[src/rtl/lc3b_types.sv]
// rtl/lc3b_types.sv - shared lc3b memory-stage types and constants
//
// Purpose: memory operation encoding used by the ex_mem stage and the
// data-access sequencer, the default pointer-chase depth, and the decoded
// access phase of the sequencer.
// Ports: none (package).

package lc3b_types;

  typedef enum logic [2:0] {
    MEM_LDW = 3'd0,
    MEM_STW = 3'd1,
    MEM_LDB = 3'd2,
    MEM_STB = 3'd3,
    MEM_LDI = 3'd4,
    MEM_STI = 3'd5
  } lc3b_mem_op;

  localparam int MEM_IND_LEVELS_DEFAULT = 1;

  // Which kind of d-cache access the sequencer is making this cycle.
  typedef enum logic [1:0] {
    PH_IDLE    = 2'd0,
    PH_POINTER = 2'd1,
    PH_FINAL   = 2'd2
  } seq_phase_t;

endpackage

[src/rtl/mem_access_sequencer_byte_lane_unit.sv]
// rtl/mem_access_sequencer_byte_lane_unit.sv - byte-lane formatting for d-cache accesses
//
// Purpose: combinational byte-lane glue. Generates byte enables, replicates
// the store byte onto both lanes for STB, and extracts/zero-extends the
// addressed byte for LDB. Word accesses pass straight through.
// Ports:
//   byte_op    in   1      access is a byte access (LDB/STB final phase)
//   addr_lsb   in   1      address bit 0, selects the high or low lane
//   wdata_in   in   WIDTH  raw store data
//   rdata_in   in   WIDTH  raw d-cache read data
//   byte_en    out  2      [1]=high byte, [0]=low byte
//   wdata_out  out  WIDTH  store data placed on the lanes
//   load_data  out  WIDTH  formatted load result

module byte_lane_unit #(
  parameter int WIDTH = 16
) (
  input  logic             byte_op,
  input  logic             addr_lsb,
  input  logic [WIDTH-1:0] wdata_in,
  input  logic [WIDTH-1:0] rdata_in,
  output logic [1:0]       byte_en,
  output logic [WIDTH-1:0] wdata_out,
  output logic [WIDTH-1:0] load_data
);

  always_comb begin
    byte_en   = 2'b11;
    wdata_out = wdata_in;
    load_data = rdata_in;
    if (byte_op) begin
      byte_en         = addr_lsb ? 2'b10 : 2'b01;
      // The cache picks the lane via byte_en, so drive the byte on both.
      wdata_out       = '0;
      wdata_out[15:0] = {wdata_in[7:0], wdata_in[7:0]};
      load_data       = '0;
      load_data[7:0]  = addr_lsb ? rdata_in[15:8] : rdata_in[7:0];
    end
  end

endmodule

[src/rtl/mem_access_sequencer.sv]
// rtl/mem_access_sequencer.sv - lc3b memory-stage data-access sequencer
//
// Purpose: issues word/byte loads and stores and N-level indirect
// (pointer-chasing) LDI/STI accesses to the d-cache, stalling the pipeline
// until the final access of a request completes.
// Ports:
//   clk, reset    in   1      clock, synchronous active-high reset
//   req_valid     in   1      request present (held stable while stall=1)
//   req_op        in   3      lc3b_mem_op
//   req_addr      in   WIDTH  effective address
//   req_wdata     in   WIDTH  store data
//   mem_resp      in   1      d-cache response (may be same cycle)
//   mem_rdata     in   WIDTH  d-cache read data
//   mem_address   out  WIDTH  d-cache address
//   mem_read      out  1      d-cache read strobe
//   mem_write     out  1      d-cache write strobe
//   mem_byte_en   out  2      byte enables
//   mem_wdata     out  WIDTH  d-cache write data
//   load_data     out  WIDTH  formatted load result, valid with done
//   stall         out  1      hold IF/ID/EX/MEM
//   done          out  1      final access completes this cycle

module mem_access_sequencer
  import lc3b_types::*;
#(
  parameter int WIDTH      = 16,
  parameter int IND_LEVELS = MEM_IND_LEVELS_DEFAULT
) (
  input  logic             clk,
  input  logic             reset,
  input  logic             req_valid,
  input  logic [2:0]       req_op,
  input  logic [WIDTH-1:0] req_addr,
  input  logic [WIDTH-1:0] req_wdata,
  input  logic             mem_resp,
  input  logic [WIDTH-1:0] mem_rdata,
  output logic [WIDTH-1:0] mem_address,
  output logic             mem_read,
  output logic             mem_write,
  output logic [1:0]       mem_byte_en,
  output logic [WIDTH-1:0] mem_wdata,
  output logic [WIDTH-1:0] load_data,
  output logic             stall,
  output logic             done
);

  localparam int LVL_W = $clog2(IND_LEVELS + 1);
  localparam logic [LVL_W-1:0] LVL_MAX = LVL_W'(IND_LEVELS);

  logic [LVL_W-1:0] lvl;
  logic [WIDTH-1:0] ptr;

  lc3b_mem_op       op;
  seq_phase_t       phase;
  logic             is_ind;
  logic             is_byte;
  logic             is_store;
  logic [WIDTH-1:0] cur_addr;
  logic [1:0]       lane_be;
  logic [WIDTH-1:0] lane_wdata;

  assign op = lc3b_mem_op'(req_op);

  // Phase decode. Undefined op codes fall into the final phase as word reads
  // so that exactly one strobe is still raised.
  always_comb begin
    is_ind   = (op == MEM_LDI) || (op == MEM_STI);
    is_byte  = (op == MEM_LDB) || (op == MEM_STB);
    is_store = (op == MEM_STW) || (op == MEM_STB) || (op == MEM_STI);
    cur_addr = (lvl == '0) ? req_addr : ptr;
    if (!req_valid) begin
      phase = PH_IDLE;
    end else if (is_ind && (lvl < LVL_MAX)) begin
      phase = PH_POINTER;
    end else begin
      phase = PH_FINAL;
    end
  end

  byte_lane_unit #(.WIDTH(WIDTH)) u_lanes (
    .byte_op   (is_byte && (phase != PH_POINTER)),
    .addr_lsb  (cur_addr[0]),
    .wdata_in  (req_wdata),
    .rdata_in  (mem_rdata),
    .byte_en   (lane_be),
    .wdata_out (lane_wdata),
    .load_data (load_data)
  );

  always_comb begin
    mem_read    = 1'b0;
    mem_write   = 1'b0;
    done        = 1'b0;
    mem_address = {cur_addr[WIDTH-1:1], 1'b0};
    mem_byte_en = lane_be;
    mem_wdata   = lane_wdata;
    case (phase)
      PH_POINTER: begin
        mem_read = 1'b1;
      end
      PH_FINAL: begin
        mem_read  = ~is_store;
        mem_write = is_store;
        if (is_byte) begin
          mem_address = cur_addr;
        end
        done = mem_resp;
      end
      default: ;
    endcase
    stall = req_valid & ~done;
  end

  // The level counter doubles as the sequencer state: 0 means a fresh
  // request, anything below LVL_MAX on LDI/STI means more pointers to chase.
  always_ff @(posedge clk) begin
    if (reset) begin
      lvl <= '0;
      ptr <= '0;
    end else begin
      case (phase)
        PH_IDLE: begin
          lvl <= '0;
        end
        PH_POINTER: begin
          if (mem_resp) begin
            ptr <= mem_rdata;
            lvl <= lvl + LVL_W'(1);
          end
        end
        PH_FINAL: begin
          if (mem_resp) begin
            lvl <= '0;
          end
        end
        default: begin
          lvl <= '0;
        end
      endcase
    end
  end

endmodule

[config.mk]
export PLATFORM = sky130hd
export DESIGN_NAME = mem_access_sequencer
export DESIGN_NICKNAME = d
export VERILOG_FILES = /design/src/rtl/lc3b_types.sv /design/src/rtl/mem_access_sequencer_byte_lane_unit.sv /design/src/rtl/mem_access_sequencer.sv
export SDC_FILE = /design/constraint.sdc
export NUM_CORES = 1
export LEC_CHECK = 0
export ABC_AREA = 1
export CELL_PAD_IN_SITES_DETAIL_PLACEMENT = 0
export CELL_PAD_IN_SITES_GLOBAL_PLACEMENT = 2
export CORE_ASPECT_RATIO = 1.4
export CORE_MARGIN = 5
export CORE_UTILIZATION = 14
export DETAILED_ROUTE_END_ITERATION = 8
export GPL_ROUTABILITY_DRIVEN = 0
export PLACE_DENSITY = 0.9
export SLEW_MARGIN = 20
export SYNTH_ARGS = -nofsm -noshare
export SYNTH_HDL_FRONTEND = slang
export SYNTH_SLANG_ARGS = --single-unit
[constraint.sdc]
create_clock -name clk -period 1.26 [get_ports clk]
set_clock_uncertainty 0.1 [all_clocks]
set_input_delay 0.126 -clock clk [delete_from_list [all_inputs] [get_ports clk]]
set_output_delay 0.126 -clock clk [all_outputs]
set_load 0.02 [all_outputs]
== Yosys cells after proc, flatten, opt, wreduce, memory -nomap -nowiden ==
Cells that the tools add are included.
Storage, ports and cells
  flip-flop bits (word level): 17
  output and inout port bits: 54
  logic and storage cells: 41
Cells by class
  add/subtract/negate cells: 1
  order comparisons: 1
  equality and inequality tests: 10
  muxes and demuxes: 16
  bitwise operators: 3
  reduce and logical (&&, ||, !) cells: 8
Operator list (number)
  two-way mux 16 bit: 3
  two-way mux 2 bit: 4
  two-way mux 8 bit: 1
  == test 3 x 2 -> 1 bit, second input constant: 2
  == test 3 bit, second input constant: 2
  two-way mux 1 bit: 6
  logical OR 1 bit: 4
  inequality test 2 bit, second input constant: 2
  case mux 1 bit (2 select lines): 2
  AND reduction 2 bit: 2
  == test 3 x 1 -> 1 bit, second input constant: 1
  == test 2 x 1 -> 1 bit, second input constant: 1
  == test 2 bit, second input constant: 1
  logical AND 1 bit: 2
  inequality test 2 x 1 -> 1 bit, second input constant: 1
  NOT 1 bit: 2
  adder 1 bit, second input constant: 1
  AND 1 bit: 1
  less-than comparator 1 bit, second input constant: 1

== Longest topological paths before layout ==
Gate-level depths: netlist (run 1).
  word-level depth: 9
  depth in mapped cells: 7

== Hierarchy ==
A second synthesis (run 1) with hierarchy kept.
Second synthesis, totals
  cell total of the unflattened synthesis: 251
  area total of the unflattened synthesis: 1455.1 um^2
Modules (own cells, without submodules)
  mem_access_sequencer: times used 1, cells each 171, area each 1042.2 um^2, seq. area each 340.3 um^2
  byte_lane_unit: times used 1, cells each 80, area each 412.9 um^2, seq. area each 0.0 um^2

== Worst setup path before layout (run 1) ==
Ideal clock, no wire load.
  kind: register to output
  from: reg lvl
  to: out mem_address[11]
  data arrival time: 1.160 ns
  slack: -0.126 ns
  stages on the path, launching flop included: 4
  path through: dfxtp_1 -> inv_2 -> clkbuf_1 -> o21ai_0
On the way
  word-level cells in the longest chain between the ends: 1
Ends and longest elaborated chain
  start: declaration: line mem_access_sequencer.sv:50  | logic [LVL_W-1:0] lvl;
  start signal: assignment: line mem_access_sequencer.sv:128  | lvl <= lvl + LVL_W'(1);
  two-way mux 16 bit: line mem_access_sequencer.sv:70  | cur_addr = (lvl == '0) ? req_addr : ptr;
  end: declaration: line mem_access_sequencer.sv:37  | output logic [WIDTH-1:0] mem_address,
No other way between the ends.

== Worst setup path in the final report (run 1) ==
  from: reg lvl
  to: out load_data[3]
On the way
  word-level cells in the longest chain between the ends: 7
Ends and longest elaborated chain
  less-than comparator 1 bit: line mem_access_sequencer.sv:73  | end else if (is_ind && (lvl < LVL_MAX)) begin
  logical AND 1 bit: line mem_access_sequencer.sv:73
  two-way mux 2 bit: line mem_access_sequencer.sv:73
  two-way mux 2 bit: line mem_access_sequencer.sv:71  | if (!req_valid) begin
  inequality test 2 x 1 -> 1 bit: line mem_access_sequencer.sv:81  | .byte_op (is_byte && (phase != PH_POINTER)),
  logical AND 1 bit: line mem_access_sequencer.sv:81
  two-way mux 16 bit *: line mem_access_sequencer_byte_lane_unit.sv:31  | if (byte_op) begin
  end: declaration: line mem_access_sequencer.sv:42  | output logic [WIDTH-1:0] load_data,
Every way passes the cells marked *; elsewhere a longest branch is shown, timed or not.

==> run summary, run 1 <==
The nature of the critical path startpoint is a flop. Ranked by total cell area, the synthesized netlist is headed by sky130_fd_sc_hd__dfxtp_1, sky130_fd_sc_hd__nand2_1, sky130_fd_sc_hd__nor2_1, sky130_fd_sc_hd__inv_1, sky130_fd_sc_hd__o21ai_0. For the number of H-tree levels, the log shows 1. Of all cell types, the one taking the most synthesized area is sky130_fd_sc_hd__dfxtp_1. For the placed wire-length estimate, the log shows 4.30 mm.

For the antenna violation net count after detailed routing, the log shows 0. The total vias in the final route came out at 1,872. Counting instances, the worst hold path has a depth of 2. The total power density per cell area was 687 nW/um2. The detailed router finished its first iteration with 54 violations.

The share of final-layout standard cells stronger than drive strength 1 came out at 0.457. The Yosys step of the flow raised 0 warnings. The via count of the first global-routing pass is 1,797, and the clock slew at the register clock pins of the worst setup and hold paths is 0.06 ns. The portion of the clock cycle consumed by the worst path in the final layout works out to 1.24. In the final design database the tool counted 430 nets. The flow ran to the end, but the final reports show violations. The tools report the buffer type at the clock tree root as sky130_fd_sc_hd__clkbuf_16. For the I/O pin count, the log shows 109. For the net count after synthesis, the log shows 281.

TritonCTS built the clock tree. The top cell type's share of synthesized area is 0.265, and the number of failing setup endpoints in the final timing report is 47. Signal routing reaches up to met4.

The logs give 1280 um2 for the netlist area before placement and 0.143 for the initial core utilization. STA classifies the critical path endpoint as an output port. For this block, the routed nets add up to 5.86 mm of wire.

The run gives 0.848 as the tightest slew margin relative to the limit. The number of hold-slack violations in the final timing report is 0. The data required time at the worst endpoint was 1.03 ns. The worst setup path is of the reg2out kind.

For the global routing usage summed across all routing layers, the log shows 0.0936. The checks that failed: negative setup slack. The clock passes through at most 2 buffers. The logs give 0 for the max-slew violation total from the final report and 0.345 ns for the worst hold-check slack. The run gives -0.298 ns as the post-route worst setup slack. For the worst-skew pair, the clock arrives at the later sink with an insertion delay of 0.25 ns. The core region is 8980 um2.

Buffers inserted to repair hold after CTS numbered 0. The total of buffers placed on input and output ports is 108. Wire segments on met3 add up to 482 um in the final route. The worst reg2reg path depth came out at 8.

For the number of library cell types mapped by synthesis, the log shows 17. 0 antenna diodes ended up in the layout. The post-synthesis sequential area ratio was 0.265; the leakage power of the design was 1.56 nW. The floorplan step set the die height to 123 um.

The logs give 0 for the reported max-cap violation count and 0 for the number of antenna violations at the first check in global routing. For this run the aggregate overflow at the end of global routing stands at 0. In this run the mean area of a mapped cell was 5.68 um2. The horizontal die dimension was 90.9 um. After detailed routing, the number of remaining DRC violations is 0. For this run, the detailed router's first-pass iteration total came to 4. For the synthesized netlist cell count, the log shows 226. For the number of sinks driven by the clock tree, the log shows 17.

The top fanout value on the critical path came out at 4. Clock tree synthesis inserted a total of 3 buffers. Relative to the synthesized area, the layout overhead comes to 149%.

The first-pass GRT wire length came out at 8.49 mm. Setup repair after global routing could not meet its margin everywhere. Entering global routing, the biggest net connects 34 pins.

The slew at the pin closest to its max-slew limit is 0.228 ns, and the via density per instance is 3.89. After floorplanning, the core was divided into 41 placement rows. After detailed routing, the average wire length per cell comes to 12.2 um. At the worst endpoint, the arrival time is 1.33 ns. The path class of the tightest hold or removal check is in2reg.

The register bit count reported by yosys came out at 17. Counting I/O delays and the setup requirement, the final critical path takes 1.56 ns. The run gives 11,200 um2 as the area enclosed by the die boundary. Counting the fill cells in the layout gives 989.

The run gives -0.816 ns as the post-placement worst setup slack. For this block, wires on met1 add up to 2.56 mm. Based on the critical path, the design can be clocked at up to 0.642 GHz.

The length of routed met2 wiring was 2.78 mm; the maximum VDD drop was 0.000354 V.
[placed cells by master (no fill, tap or decap), drive strengths merged, types with 2 or more instances in the layout]
master and count:
a21oi 2, clkdlybuf4s50 52, nand2 85, dlygate4sd2 8
o21ai 23, clkbuf 5, nor2 46, nand3 2
buf 90, inv 31, clkdlybuf4s15 9, dfxtp 17
[power by group]
group,switching (mW),internal (mW)
logic,0.454,0.523
registers,0.00471,0.557
clock network,0.230,0.425
[synth_stat cells]
library cell	instances
sky130_fd_sc_hd__clkbuf_1	3
sky130_fd_sc_hd__a21oi_1	2
sky130_fd_sc_hd__nor2_4	2
sky130_fd_sc_hd__nand2_1	84
sky130_fd_sc_hd__buf_4	8
sky130_fd_sc_hd__buf_6	3
sky130_fd_sc_hd__nor2_1	44
sky130_fd_sc_hd__inv_2	2
sky130_fd_sc_hd__inv_1	30
sky130_fd_sc_hd__a21boi_0	1
sky130_fd_sc_hd__buf_2	3
sky130_fd_sc_hd__dfxtp_1	17
sky130_fd_sc_hd__nand2_2	1
sky130_fd_sc_hd__o21ai_0	15
sky130_fd_sc_hd__nand4_4	1
sky130_fd_sc_hd__o21ai_2	8
sky130_fd_sc_hd__nand3_1	2
[critical path: stages, from the launching register on]
cell and delay, ns:
sky130_fd_sc_hd__dfxtp_2 0.33, sky130_fd_sc_hd__inv_2 0.08, sky130_fd_sc_hd__nand2_2 0.07, sky130_fd_sc_hd__nand2_2 0.07, sky130_fd_sc_hd__nand2_4 0.09, sky130_fd_sc_hd__clkbuf_16 0.18, sky130_fd_sc_hd__o21ai_2 0.12, sky130_fd_sc_hd__buf_6 0.13
[routing by layer]
metal | vias to the layer above | GRT usage
met4 | 0 | 0.0220
li1 | 963 | -
met3 | 4 | 0.0286
met1 | 814 | 0.114
met2 | 91 | 0.161
met5 | - | 0
[what timing repair did]
action / 4_1_cts / 5_1_grt
resized for setup: 279 / 57
gates cloned: 1 / 3
setup buffers: 5 / 6
endpoints found under the setup margin: 71 / 59
pin swaps: 4 / 9
[state kept, by name, summed over array words and instances, names as in the netlist]
name and cells:
ptr 16, lvl 1
[worst paths after layout]
| path | from | end | slack [ns] |
|---|---|---|---|
| worst max-delay path | lvl$_SDFFE_PP0P_ | load_data[3] | -0.30 |
| worst min-delay path | reset | lvl$_SDFFE_PP0P_ | 0.34 |
| worst max register to register | lvl$_SDFFE_PP0P_ | ptr[11]$_SDFFE_PP0P_ | -0.18 |
| worst min register to register | ptr[3]$_SDFFE_PP0P_ | ptr[3]$_SDFFE_PP0P_ | 0.41 |
[area by class of cell]
class,instances,area [um2],share of cell area
timing repair buffer,161,1600,0.500
multi-input combinational,160,913,0.286
sequential,17,342,0.107
tap,107,134,0.0419
inverter,32,126,0.0396
clock buffer,3,75.1,0.0235
clock inverter,1,5.00,0.00157
[per-stage QoR]
stage	utilization	instance area, um2	std cells	setup TNS [ns]	total power, mW
after floorplan	-	1320	226	-0.525	0.933
after global placement	0.306	2750	464	-35.62	1.44
after detailed placement	0.306	2750	464	-36.44	1.44
after CTS	0.329	2950	474	-9.41	2.15
after global routing	0.356	3190	481	-12.54	2.31
final	0.356	3190	481	-8.82	2.19
[cells by family (layout without fill, tap and decap cells)]
family / after synthesis / after routing / synth area share
buffers and inverters: 49 / 197 / 0.187
DFF: 17 / 17 / 0.265
AOI/OAI and AO/OA: 26 / 26 / 0.127
and+or+nand+nor: 134 / 134 / 0.421
Power figures use the tool's default switching activity.
==> run 2: changes to the inputs <==
--- a/config.mk
+++ b/config.mk
@@ -10,11 +10,12 @@
 export CELL_PAD_IN_SITES_GLOBAL_PLACEMENT = 2
 export CORE_ASPECT_RATIO = 1.4
 export CORE_MARGIN = 5
-export CORE_UTILIZATION = 14
+export CORE_UTILIZATION = 15
 export DETAILED_ROUTE_END_ITERATION = 8
 export GPL_ROUTABILITY_DRIVEN = 0
-export PLACE_DENSITY = 0.9
+export PLACE_DENSITY = 0.89
 export SLEW_MARGIN = 20
 export SYNTH_ARGS = -nofsm -noshare
 export SYNTH_HDL_FRONTEND = slang
+export SYNTH_HIERARCHICAL = 1
 export SYNTH_SLANG_ARGS = --single-unit
==> run 2 against run 1 <==
Net effect:
- the flow still finishes with violations (negative setup slack)
- non-clock buffer count shrank 3
- count of clock-buffer cells in the layout is the same
- fmax shrank 2.3%
- synthesized cell count grew 11%
- area after synthesis grew 13%
- global-route usage grew 0.50 points
- critical path depth shrank 1
- sequential power is essentially flat
- flip-flop and latch count is the same
- power grew 1.7%
- design area grew 1.8%
- critical path type unchanged
- highest routed layer unchanged
==> run summary, run 2 <==
The number of library cell types mapped by synthesis is 18 (+1), and the later-pin clock latency in the skew report is 0.25 ns (about the same). The data required time at the worst endpoint came out at 1.03 ns (about the same). For the tightest slew margin relative to the limit, the log shows 0.833 (-0.0154). Net count after synthesis: 306 (+8.9%). The top cell types in the final layout, fill and taps aside, are sky130_fd_sc_hd__nand2_1, sky130_fd_sc_hd__clkdlybuf4s50_1, sky130_fd_sc_hd__nor2_1, sky130_fd_sc_hd__buf_6, sky130_fd_sc_hd__buf_4. The register bit count reported by yosys is 17 (unchanged), and the total grt overflow is 0 (unchanged).

The worst reg2reg path depth is 8 (unchanged), and the top cell type's share of synthesized area is 0.234 (-0.0312). The final reports fail on negative setup slack. The number of antenna violations at the first check in global routing is 0 (unchanged), and the total power density per cell area is 686 nW/um2 (about the same). The via count of the first global-routing pass came out at 1,781 (-0.89%). In the post-synthesis netlist, the cell with the most instances is sky130_fd_sc_hd__nand2_1. The number of enable-type register cells in the synthesized netlist was 0 (unchanged); the fill cell instance count of the final layout was 1,018 (+2.9%).

Leaving out fill and tap cells, the most frequent cell in the layout is sky130_fd_sc_hd__nand2_1. The startpoint identified for the worst register-to-register timing path is lvl$_SDFFE_PP0P_. The first-pass GRT wire length is 9.07 mm (+6.9%), and the utilization of the core after routing is 0.344 (-0.0120). For the post-route worst setup slack, the log shows -0.334 ns (-0.0364 ns).

On the critical path, the stage with the largest delay is an instance of sky130_fd_sc_hd__dfxtp_4. For the count of unresolved DRC violations after routing, the log shows 0 (unchanged). The critical path buffer and inverter count is 3 (unchanged), and the slew at the pin closest to its max-slew limit is 0.250 ns (+0.0216 ns).

Counting stages on the worst path, the most repeated cell is sky130_fd_sc_hd__buf_6. The netlist area before placement is 1460 um2 (+13%). The critical path starts at lvl$_SDFFE_PP0P_. Following the worst setup path forward leads to its endpoint at load_data[7].

Among all flip-flop cells after synthesis, the most frequent one is sky130_fd_sc_hd__dfxtp_1. The run gives 3 (unchanged) as the number of buffers added by the clock tree synthesis step. After synthesis, the most frequently instantiated cells are sky130_fd_sc_hd__nand2_1, sky130_fd_sc_hd__nor2_1, sky130_fd_sc_hd__inv_1. The number of detailed-route iterations in the first pass is 4 (unchanged). The initial core utilization was 0.154 (+0.0108); the share of final-layout standard cells stronger than drive strength 1 was 0.446 (-0.0113).

Clock slew at the register clock pins of the worst setup and hold paths: 0.06 ns (about the same). By area the synthesized netlist is led by sky130_fd_sc_hd__dfxtp_1, sky130_fd_sc_hd__nand2_1, sky130_fd_sc_hd__buf_4, sky130_fd_sc_hd__nor2_1, sky130_fd_sc_hd__inv_1. The cell row count came out at 42 (+2.4%). The horizontal die dimension is 93.2 um (+2.5%), and the total vias in the final route is 1,853 (-1.0%).

The via density per instance was 3.79 (-2.6%). The top fanout value on the critical path is 7 (+3). The run gives 1.37 ns (+0.04 ns) as the data arrival time at the worst-slack endpoint. The kind of cell with the highest combined delay along the critical path is buffers and inverters. The run gives 4.61 mm (+7.0%) as the placed wire-length estimate. The number of failing setup endpoints in the final timing report was 46 (-2.1%); the area enclosed by the die boundary was 11,800 um2 (+5.2%).

The largest registers in the layout are ptr x16, lvl x1. The placed instance count was 473 (+1.9%). The cell area after layout was 3250 um2 (+1.8%); the reported max-cap violation count was 0 (unchanged). Portion of the clock cycle consumed by the worst path in the final layout: 1.27 (+0.0289). The number of sinks driven by the clock tree is 17 (unchanged), and the maximum VDD drop is 0.000383 V (+8.1%). The largest stage delay on the critical path came out at 0.37 ns (+0.04 ns).

The maximum count of clock buffers along a single path was 2 (unchanged); the leakage power of the design was 1.60 nW (+2.0%). Total of buffers placed on input and output ports: 108 (unchanged). The nature of the critical path startpoint was a flop. For the number of H-tree levels, the log shows 1 (unchanged).

CTS placed an instance of sky130_fd_sc_hd__clkbuf_16 at the clock tree root. The vertical extent of the die came out at 127 um (+2.6%). Setup repair after global routing could not meet its margin everywhere.

The kind of path behind the tightest hold check is in2reg. The mean routed wirelength per cell works out to 12.9 um (+6.3%). The tools report the synthesized netlist cell count as 251 (+11%).

The overall power after layout was 2.23 mW (+1.7%). The tools report the non-filler instance count after layout as 489 (+1.7%). The share of flip-flops with an asynchronous set or reset is 0 (unchanged). The register with the highest flop count was ptr. The run gives 0 (unchanged) as the number of hold-slack violations in the final timing report. For the I/O pin count, the log shows 109 (unchanged). The capture instance of the worst register-to-register path was ptr[12]$_SDFFE_PP0P_. The clock period minus worst slack was 1.59 ns (+0.0364 ns). Instance count on the critical path: 6 (-1). The logs give 2770 um2 (+0.96%) for the post-detailed-placement cell area and 6.33 mm (+8.1%) for the routed wire length. The run gives 0.0986 (+0.00504) as the global routing usage summed across all routing layers.

The cell taking the most area after synthesis was sky130_fd_sc_hd__dfxtp_1. Relative to the synthesized area, the layout overhead comes to 123%. The minimum setup slack among reg-to-reg paths came out at -0.05 ns (+0.13 ns).

The total inserted antenna cells came out at 0 (unchanged). The tools report the warning count from the yosys run as 6 (+6). For the antenna violation net count after detailed routing, the log shows 0 (unchanged).

The signal on the critical path passes through o21ai_4 > clkinv_4 > buf_6 > nand3_2 > nand2_2 > buf_6. The largest net degree at the start of global routing is 34 (unchanged), and the average instance area after synthesis is 5.80 um2 (+2.1%). The logs give 0.234 (-0.0312) for the post-synthesis sequential area ratio and 9460 um2 (+5.4%) for the standard cell core area. Flip-flop count of the largest register, all copies and words added: 16 (unchanged). TritonCTS built the clock tree. The logs give 0 (unchanged) for the max-slew violation total from the final report and 435 (+1.2%) for the number of nets in the layout. The iteration-0 DRC count of the detailed router was 66 (+22%); the maximum clock frequency was 0.627 GHz (-2.3%).

The type of the worst setup path is reg2out. The worst setup path is captured at an output port. The run finished, with violations left.
run 2: final cells by class:
class / instances / area (um2) / share of cell area
Clock buffer: 3 / 75.1 / 0.0231
Clock inverter: 1 / 5.00 / 0.00154
Inverter: 40 / 165 / 0.0508
Multi-Input combinational cell: 160 / 957 / 0.294
Sequential cell: 17 / 345 / 0.106
Tap cell: 110 / 138 / 0.0423
Timing Repair Buffer: 158 / 1570 / 0.482
run 2: metrics by stage:
| stage | hold slack (ns) | setup slack [ns] | TNS [ns] |
|---|---|---|---|
| floorplan | 0.0951 | -0.0447 | -0.137 |
| global placement | 0.424 | -0.814 | -34.37 |
| detailed placement | 0.425 | -0.849 | -35.58 |
| CTS | 0.346 | -0.403 | -8.28 |
| global route | 0.368 | -0.389 | -12.39 |
| finish | 0.351 | -0.334 | -8.95 |
run 2: cell families (layout without fill, tap and decap cells):
family | Yosys count | count (layout) | synth area share
AO/OA/AOI/OAI | 27 | 27 | 0.107
buffers and inverters | 75 | 202 | 0.293
flip-flops | 17 | 17 | 0.234
AND/OR/NAND/NOR | 132 | 133 | 0.365
run 2: worst register-to-register path, cell delays in order (launching register included):
cell and delay (ns):
sky130_fd_sc_hd__dfxtp_4 0.37, sky130_fd_sc_hd__buf_6 0.12, sky130_fd_sc_hd__nor2_4 0.09, sky130_fd_sc_hd__buf_6 0.10, sky130_fd_sc_hd__nand4_4 0.07, sky130_fd_sc_hd__buf_12 0.18
sky130_fd_sc_hd__nand2_1 0.08, sky130_fd_sc_hd__nand2_1 0.04, sky130_fd_sc_hd__nor2_1 0.08
run 2: how the worst min path moves through the flow:
stage | depth (start not counted) | endpoint | startpoint | slack (ns)
after floorplan | 1 | lvl$_SDFFE_PP0P_ | reset | 0.1
after global placement | 4 | ptr[3]$_SDFFE_PP0P_ | ptr[3]$_SDFFE_PP0P_ | 0.42
after detailed placement | 4 | ptr[0]$_SDFFE_PP0P_ | ptr[0]$_SDFFE_PP0P_ | 0.43
after CTS | 2 | lvl$_SDFFE_PP0P_ | reset | 0.35
after global routing | 2 | lvl$_SDFFE_PP0P_ | reset | 0.37
final | 2 | lvl$_SDFFE_PP0P_ | reset | 0.35
run 2: repair_timing:
action                                  CTS  global route
pin swaps                                 6            13
endpoints found under the setup margin   70            55
resized for setup                       269           111
buffers inserted                          6             1
hold buffers                              0             0
cloned                                    3             3
run 2: routing by layer:
layer  part of all wire  track usage  up-vias  wire [um]
met5                  0            0        -          0
met3              0.034       0.0124       12        216
met1               0.37        0.101      804       2330
met4              0.031       0.0483        0        196
met2               0.57        0.191       46       3590
li1                   -            -      991          -
run 2: power by group:
part	switching [mW]	internal, mW	leakage [nW]
combinational	0.475	0.518	1.42
sequential	0.00562	0.555	0.139
clock	0.251	0.426	0.0409
total	0.732	1.50	1.60
